`config.mk`:
```
export PLATFORM = sky130hd
export DESIGN_NAME = div_iter
export DESIGN_NICKNAME = d
export VERILOG_FILES = /design/src/rtl/div_pkg.sv /design/src/rtl/div_step.sv /design/src/rtl/div_iter.sv
export SDC_FILE = /design/constraint.sdc
export NUM_CORES = 1
export LEC_CHECK = 0
export BUFFER_PORTS_ARGS = -buffer_cell sky130_fd_sc_hd__buf_2
export CELL_PAD_IN_SITES_DETAIL_PLACEMENT = 1
export CELL_PAD_IN_SITES_GLOBAL_PLACEMENT = 1
export CORE_AREA = 2 2 146 219
export CTS_BUF_LIST = sky130_fd_sc_hd__clkbuf_8
export DETAILED_ROUTE_END_ITERATION = 16
export DIE_AREA = 0 0 148 221
export PLACE_DENSITY_LB_ADDON = 0.12
export SLEW_MARGIN = 20
export SYNTH_ARGS = -nofsm -noshare
export SYNTH_HDL_FRONTEND = slang
export SYNTH_HIERARCHICAL = 1
export SYNTH_SLANG_ARGS = --single-unit
export TNS_END_PERCENT = 10
```
`constraint.sdc`:
```
create_clock -name clk -period 6.55 [get_ports clk]
set_input_delay 0.3275 -clock clk [delete_from_list [all_inputs] [get_ports clk]]
set_output_delay 0.3275 -clock clk [all_outputs]
set_load 0.05 [all_outputs]
```
`src/rtl/div_pkg.sv`:
```
// Shared types and helpers for the iterative divider (state encoding,
// signed-overflow dividend pattern, two's-complement negate).
package div_pkg;

  typedef enum logic [2:0] {IDLE, PREP, CALC, FIX, DONE} state_t;

  // Widest operand the helpers support; callers size-cast down to N.
  localparam int unsigned MAX_W = 64;

  // Most-negative dividend; the top N bits give the pattern for width N.
  localparam logic [MAX_W-1:0] SIGNED_OVF_DIVIDEND = {1'b1, {(MAX_W-1){1'b0}}};

  function automatic logic [MAX_W-1:0] neg(input logic [MAX_W-1:0] x);
    return ~x + 1'b1;
  endfunction

endpackage

```
`src/rtl/div_step.sv`:
```
// One restoring-division iteration: shift in a dividend bit, trial-subtract
// the divisor magnitude and keep the difference only when no borrow occurs.
module div_step #(
  parameter int N = 32
) (
  input  logic [N:0]   i_r,
  input  logic [N-1:0] i_b_abs,
  input  logic         i_bit,
  output logic [N:0]   o_r,
  output logic         o_q_bit
);

  logic [N+1:0] w_r_shift;
  logic [N+1:0] w_trial;
  logic         w_borrow;

  // One extra bit above the N+1-bit remainder turns the sign of the
  // difference into an explicit borrow flag.
  assign w_r_shift = {i_r, i_bit};
  assign w_trial   = w_r_shift - {2'b00, i_b_abs};
  assign w_borrow  = w_trial[N+1];

  assign o_r     = w_borrow ? w_r_shift[N:0] : w_trial[N:0];
  assign o_q_bit = ~w_borrow;

endmodule

```
`src/rtl/div_iter.sv`:
```
// Iterative restoring divider for DIV/DIVU/REM/REMU, one quotient bit per cycle.
// Optional macro DIV_ITER_EARLY_OUT_EN: divide-by-zero and signed overflow skip CALC.
module div_iter
  import div_pkg::*;
#(
  parameter int N = 32  // 2 <= N <= MAX_W
) (
  input  logic         clk,
  input  logic         rst,
  input  logic         in_valid,
  output logic         in_ready,
  input  logic         op_signed,
  input  logic [N-1:0] a,
  input  logic [N-1:0] b,
  output logic         out_valid,
  input  logic         out_ready,
  output logic [N-1:0] quotient,
  output logic [N-1:0] remainder,
  output logic         busy
);

  localparam int CNT_W = $clog2(N);

  state_t             r_state;
  logic               r_in_ready, r_busy, r_out_valid;
  logic               r_signed, r_q_neg, r_r_neg, r_div_zero, r_ovf;
  logic [N-1:0]       r_a, r_b, r_dvd, r_b_abs, r_q;
  logic [N:0]         r_rem;
  logic [CNT_W-1:0]   r_cnt;
  logic [N-1:0]       r_quotient, r_remainder;

  logic [N-1:0]       w_a_abs, w_b_abs, w_q_final, w_r_final;
  logic               w_div_zero, w_ovf, w_q_bit;
  logic [N:0]         w_r_next;

  assign w_a_abs    = (r_signed && r_a[N-1]) ? N'(neg(MAX_W'(r_a))) : r_a;
  assign w_b_abs    = (r_signed && r_b[N-1]) ? N'(neg(MAX_W'(r_b))) : r_b;
  assign w_div_zero = (r_b == '0);
  assign w_ovf      = r_signed && (r_a == SIGNED_OVF_DIVIDEND[MAX_W-1 -: N]) && (r_b == '1);

  div_step #(.N(N)) u_step (
    .i_r     (r_rem),
    .i_b_abs (r_b_abs),
    .i_bit   (r_dvd[N-1]),
    .o_r     (w_r_next),
    .o_q_bit (w_q_bit)
  );

  // Exceptional cases override the magnitude result; r_a still holds the original dividend.
  assign w_q_final = r_div_zero ? '1 :
                     r_ovf      ? r_a :
                     r_q_neg    ? N'(neg(MAX_W'(r_q))) : r_q;
  assign w_r_final = r_div_zero ? r_a :
                     r_ovf      ? '0 :
                     r_r_neg    ? N'(neg(MAX_W'(r_rem[N-1:0]))) : r_rem[N-1:0];

  // NOTE: all state uses non-blocking assignment so every register samples pre-edge values.
  always_ff @(posedge clk) begin
    if (rst) begin
      r_state     <= IDLE;
      r_in_ready  <= 1'b1;
      r_busy      <= 1'b0;
      r_out_valid <= 1'b0;
      r_signed    <= 1'b0;
      r_q_neg     <= 1'b0;
      r_r_neg     <= 1'b0;
      r_div_zero  <= 1'b0;
      r_ovf       <= 1'b0;
      r_a         <= '0;
      r_b         <= '0;
      r_dvd       <= '0;
      r_b_abs     <= '0;
      r_q         <= '0;
      r_rem       <= '0;
      r_cnt       <= '0;
      r_quotient  <= '0;
      r_remainder <= '0;
    end else begin
      unique case (r_state)
        IDLE: begin
          if (in_valid) begin
            r_a        <= a;
            r_b        <= b;
            r_signed   <= op_signed;
            r_in_ready <= 1'b0;
            r_busy     <= 1'b1;
            r_state    <= PREP;
          end
        end
        PREP: begin
          r_dvd      <= w_a_abs;
          r_b_abs    <= w_b_abs;
          r_q_neg    <= r_signed && (r_a[N-1] ^ r_b[N-1]);
          r_r_neg    <= r_signed && r_a[N-1];
          r_div_zero <= w_div_zero;
          r_ovf      <= w_ovf;
          r_rem      <= '0;
          r_q        <= '0;
          r_cnt      <= CNT_W'(N - 1);
`ifdef DIV_ITER_EARLY_OUT_EN
          r_state    <= (w_div_zero || w_ovf) ? FIX : CALC;
`else
          r_state    <= CALC;
`endif
        end
        CALC: begin
          r_rem <= w_r_next;
          r_q   <= {r_q[N-2:0], w_q_bit};
          r_dvd <= r_dvd << 1;
          r_cnt <= r_cnt - 1'b1;
          if (r_cnt == '0) r_state <= FIX;
        end
        FIX: begin
          r_quotient  <= w_q_final;
          r_remainder <= w_r_final;
          r_out_valid <= 1'b1;
          r_state     <= DONE;
        end
        DONE: begin
          if (out_ready) begin
            r_out_valid <= 1'b0;
            r_in_ready  <= 1'b1;
            r_busy      <= 1'b0;
            r_state     <= IDLE;
          end
        end
        default: begin
          r_out_valid <= 1'b0;
          r_in_ready  <= 1'b1;
          r_busy      <= 1'b0;
          r_state     <= IDLE;
        end
      endcase
    end
  end

  assign in_ready  = r_in_ready;
  assign busy      = r_busy;
  assign out_valid = r_out_valid;
  assign quotient  = r_quotient;
  assign remainder = r_remainder;

endmodule

```
=== Word level (Yosys, flattened, before mapping) ===
Cells that the tools add are included.

* Logic and storage cells: 80
* Input port bits: 69
* Output and inout bits: 67
* Bits in registers: 273

* Muxes and demuxes: 24
* Add/sub/neg operators: 6
* Equal/unequal tests: 9
* Reductions and logical operators: 15
* Bitwise operators: 8

{| class="wikitable"
|+ Operator list
! operator !! number
|-
| $mux 32 || 8
|-
| $add 32x1->32 const B || 4
|-
| $not 32->32 || 4
|-
| $pmux 32 s2 || 2
|-
| $pmux 33 s2 || 1
|-
| $eq 32x32->1 const B || 2
|-
| $sub 34x32->34 || 1
|-
| $mux 33 || 1
|-
| $logic_not 32->1 || 1
|-
| $pmux 3 s5 || 1
|-
| $pmux 5 s2 || 1
|-
| $mux 3 || 3
|-
| $pmux 1 s3 || 3
|-
| $eq 3x2->1 const B || 2
|-
| $ne 2x2->1 const B || 3
|-
| $reduce_and 3->1 || 2
|-
| $reduce_or 3->1 || 2
|-
| $logic_and 1x1->1 || 5
|-
| $logic_not 5->1 || 1
|-
| $sub 5x1->5 const B || 1
|-
| $mux 1 || 4
|-
| $reduce_and 2->1 || 2
|-
| $eq 3x1->1 const B || 1
|-
| $eq 3x3->1 const B || 1
|-
| other kinds (4) || 6
|}

=== Longest topological paths before layout ===
* Word-level depth: 5
* Depth in mapped cells: 15
* Gate-level depth less buffers: 15

=== By module ===
Netlist, hierarchy kept.

{| class="wikitable"
|+ By module, submodules not included
! module !! times used !! area an instance (sq um) !! cells an instance
|-
| div_iter || 1 || 13155.1 || 1632
|-
| div_step || 1 || 2058.2 || 284
|}

=== Worst setup path after synthesis ===
OpenSTA, ideal clock, no wires.

* Path kind: reg-to-reg
* From: reg r_b_abs[1]
* To: reg r_rem[10]
* Arrival time: 3256 ps
* Setup slack: 3167 ps
* Period minus slack after synthesis: 3383 ps
* Buffers on the path: 1
* Cell stages (with the launch flop): 15
* Cell sequence: dfxtp_1 inv_1 ha_1 nor2b_1 o21ai_0 o21ai_1 a21oi_1 o31a_1 o211a_1 o21ba_1 nor4_4 buf_6 mux2_1 a22oi_1 nor2_1

* Word-level cells in the longest chain between the ends: 3

{| class="wikitable"
|+ Ends and longest elaborated chain
! what !! RTL line !! text
|-
| start: declaration || div_iter.sv:27 || <nowiki>logic [N-1:0] r_a, r_b, r_dvd, r_b_abs, r_q;</nowiki>
|-
| start signal: assignment || div_iter.sv:92 || <nowiki>r_b_abs <= w_b_abs;</nowiki>
|-
| $sub 34x32->34 || div_step.sv:20 || <nowiki>assign w_trial = w_r_shift - {2'b00, i_b_abs};</nowiki>
|-
| $mux 33 || div_step.sv:23 || <nowiki>assign o_r = w_borrow ? w_r_shift[N:0] : w_trial[N:0];</nowiki>
|-
| named net w_r_next[10] || div_iter.sv:34 || <nowiki>logic [N:0] w_r_next;</nowiki>
|-
| $pmux 33 s2 || div_iter.sv:79 || <nowiki>unique case (r_state)</nowiki>
|-
| end signal: assignment || div_iter.sv:107 || <nowiki>r_rem <= w_r_next;</nowiki>
|-
| end: declaration || div_iter.sv:28 || <nowiki>logic [N:0] r_rem;</nowiki>
|}

The timed path passes the listed nets, and every way through them passes these cells.
A chain may end at the register's enable or synchronous reset.

=== Worst setup path in the final report ===
Ends and elaborated chain as after synthesis.

==> impl_metrics.tcl <==
set metrics [dict create \
    outcome "completed" \
    max-vdd-ir-drop_mv 0.433 \
    vias_per_cell 6.34 \
    synth_area_um2 15200 \
    synth_top_flop_cell "dfxtp_1" \
    holdCritPathClass "in2reg" \
    slew_violations 0 \
    rsz0062_at_grt "false" \
    cts_resized 0 \
    grt_max_degree 132 \
    clk_pin_slew_ns 0.06 \
    final_common_cell "dfxtp_1" \
    synth_top_area_share_pct 35.9 \
    syn_inst 1916 \
    cts_sinks 273 \
    antenna_found_initial 3 \
    powerDensity_nw_per_um2 370 \
    power_leakage_nw 6.89 \
    ant_nets 0 \
    grt_pass1_wl_mm 88.6 \
    synth.avg_cell_area_um2 7.94 \
    dieArea_um2 32700 \
    num_io_pins 136 \
    synth_edf_count 0 \
    row_count 79 \
    yosys_register_bits 273 \
    async_reset_ff_share_pct 0 \
    finalPower_mw 6.44 \
    clockBufferDepth 3 \
    gp_congestion 0.882 \
    die_w_um 148 \
    yosysTopAreaCell "dfxtp_1" \
    dp_slack_ns 2.12 \
    clock.fmax_mhz 222 \
    overflow 0 \
    placedCellCount 2319 \
    routedWlPerCell_um 23.1 \
    finClkSkew_ns 0.0173 \
    final_cell_mix "dfxtp_1, nor2_1, nand2_1" \
    port_buffers 135 \
    min_period_ns 4.51 \
    slew_headroom_pct 29.5 \
    area_delta_synth_final_pct 14.6 \
    htreeDepth 2 \
    required_ns 6.99 \
    synth_nets 2024 \
    cap_violations 0 \
    cp_data_arrival_time_ns 4.95 \
    yosys-top-cells-area "dfxtp_1, nor2_1, nand2_1, a21oi_1, a22oi_1" \
    cts_made_buffers 46 \
    drc 0 \
    critPathCaptureType "flop" \
    grt_pass1_vias 16100 \
    cts_tree "yes" \
    clk_latency_ns 0.59 \
    yosysSeqAreaShare_pct 35.9 \
    crit_type "reg2reg" \
    fillers 3789 \
    fin_nets 2133 \
    die_y_um 221 \
    via_count 15600 \
    core_um2 30800 \
    tightestPinTransition_ns 1.05 \
    ys_warn_count 6 \
    routed_wl_mm 56.9 \
    cts_root_buf "clkbuf_8" \
    drt_first_pass_iters 5 \
    ys_types 72 \
    drt_iter0_markers 786 \
    finalSetupTns_ns 0 \
    startpoint_type "flop" \
    grt_use_total_pct 33.9 \
    setup_violations 0 \
    dp_hpwl_mm 37.3 \
    path_max_fanout 23 \
    finalCritPeriodShare_pct 68.9 \
    initial_core_util_pct 49.3 \
    setup_ws_ns 2.04 \
    hold_viol 0 \
    drive_gt1_share_pct 11.9 \
    fin_cells 2465 \
]
flip-flops by register name, summed over array words and instances (netlist names):
name,flops
r_rem,33
quotient,32
r_a,32
r_b,32
r_b_abs,32
r_dvd,32
r_q,32
remainder,32
r_cnt,5
r_state,3
busy,1
in_ready,1
out_valid,1
r_div_zero,1
r_ovf,1
r_q_neg,1
r_r_neg,1
r_signed,1
cell type report:
type	count	area (um^2)	share of cell area, %
diodes	3	7.51	0.0431
clock buffers	54	743	4.26
clock inverters	26	106	0.610
inverters	55	206	1.18
multi-input cells	1435	8960	51.4
flip-flops and latches	273	5470	31.3
well taps	405	507	2.91
repair buffers	214	1440	8.23
kinds of logic (layout without fill, tap and decap cells):
family / after synthesis / after routing / share of synthesized area (%)
XOR/XNOR: 104 / 104 / 5.99
AND/OR/NAND/NOR: 695 / 695 / 21.4
flip-flops: 273 / 273 / 35.9
AO/OA/AOI/OAI: 544 / 544 / 24.4
multiplexers: 53 / 53 / 3.72
other: 0 / 3 / 0
adder cells (fa/ha/maj): 39 / 39 / 3.26
buffers and inverters: 208 / 349 / 5.34
layer usage:
layer | wire [um] | vias to the layer above | part of all wire [%] | global-route usage, %
li1 | - | 7193 | - | -
met1 | 20800 | 7722 | 37 | 37.0
met2 | 28700 | 521 | 50 | 58.6
met3 | 2890 | 192 | 5.1 | 5.51
met4 | 4560 | 0 | 8.0 | 24.6
met5 | 0 | - | 0 | 0
worst paths after layout:
path | start | end | slack [ns] | cells past startpoint
setup / recovery | r_b_abs[1]$_SDFFE_PP0P_ | r_rem[10]$_SDFFE_PP0P_ | 2.04 | 14
hold / removal | a[28] | r_a[28]$_SDFFE_PP0P_ | 0.02 | 3
setup reg to reg | r_b_abs[1]$_SDFFE_PP0P_ | r_rem[10]$_SDFFE_PP0P_ | 2.04 | 14
hold reg to reg | r_r_neg$_SDFFE_PP0P_ | r_r_neg$_SDFFE_PP0P_ | 0.46 | 2
Yosys cell counts, types with 29 or more instances:
| master | instances |
|---|---|
| a211oi_1 | 39 |
| a21oi_1 | 152 |
| a22oi_1 | 94 |
| clkbuf_1 | 128 |
| dfxtp_1 | 273 |
| ha_1 | 38 |
| inv_1 | 54 |
| nand2_1 | 219 |
| nand3_1 | 29 |
| nor2_1 | 230 |
| nor3_1 | 50 |
| o21ai_0 | 51 |
| xnor2_1 | 55 |
| xor2_1 | 49 |
what timing repair did:
action | 4_1_cts | 5_1_grt
endpoints found under the hold margin | 63 | 0
hold buffers | 63 | 0
setup buffers | 0 | 0
critical path, stage by stage, from the launching register on:
cell	delay, ns
dfxtp_1	0.40
inv_1	0.07
ha_1	0.26
nor2b_1	0.12
o21ai_0	0.13
o21ai_1	0.31
a21oi_1	0.19
o31a_1	0.39
o211a_1	0.30
o21ba_1	0.23
nor4_4	0.84
buf_4	0.44
mux2_1	0.37
a22oi_1	0.22
nor2_1	0.06
stage by stage:
step	util, %	hold WS [ns]	instance area [um^2]
detailed placement	51.7	0.455	15900
floorplan	-	0.425	15200
global route	56.5	0.0145	17400
finish	56.5	0.0214	17400
CTS	56.5	0.000406	17400
global placement	51.7	0.446	15900
where the power goes:
| part | internal [mW] | switching (mW) | leakage, nW |
|---|---|---|---|
| clock | 0.745 | 0.727 | 0.522 |
| sequential | 1.77 | 0.211 | 2.22 |
| combinational | 1.28 | 1.71 | 4.15 |
(Power assumes the default switching activity.)
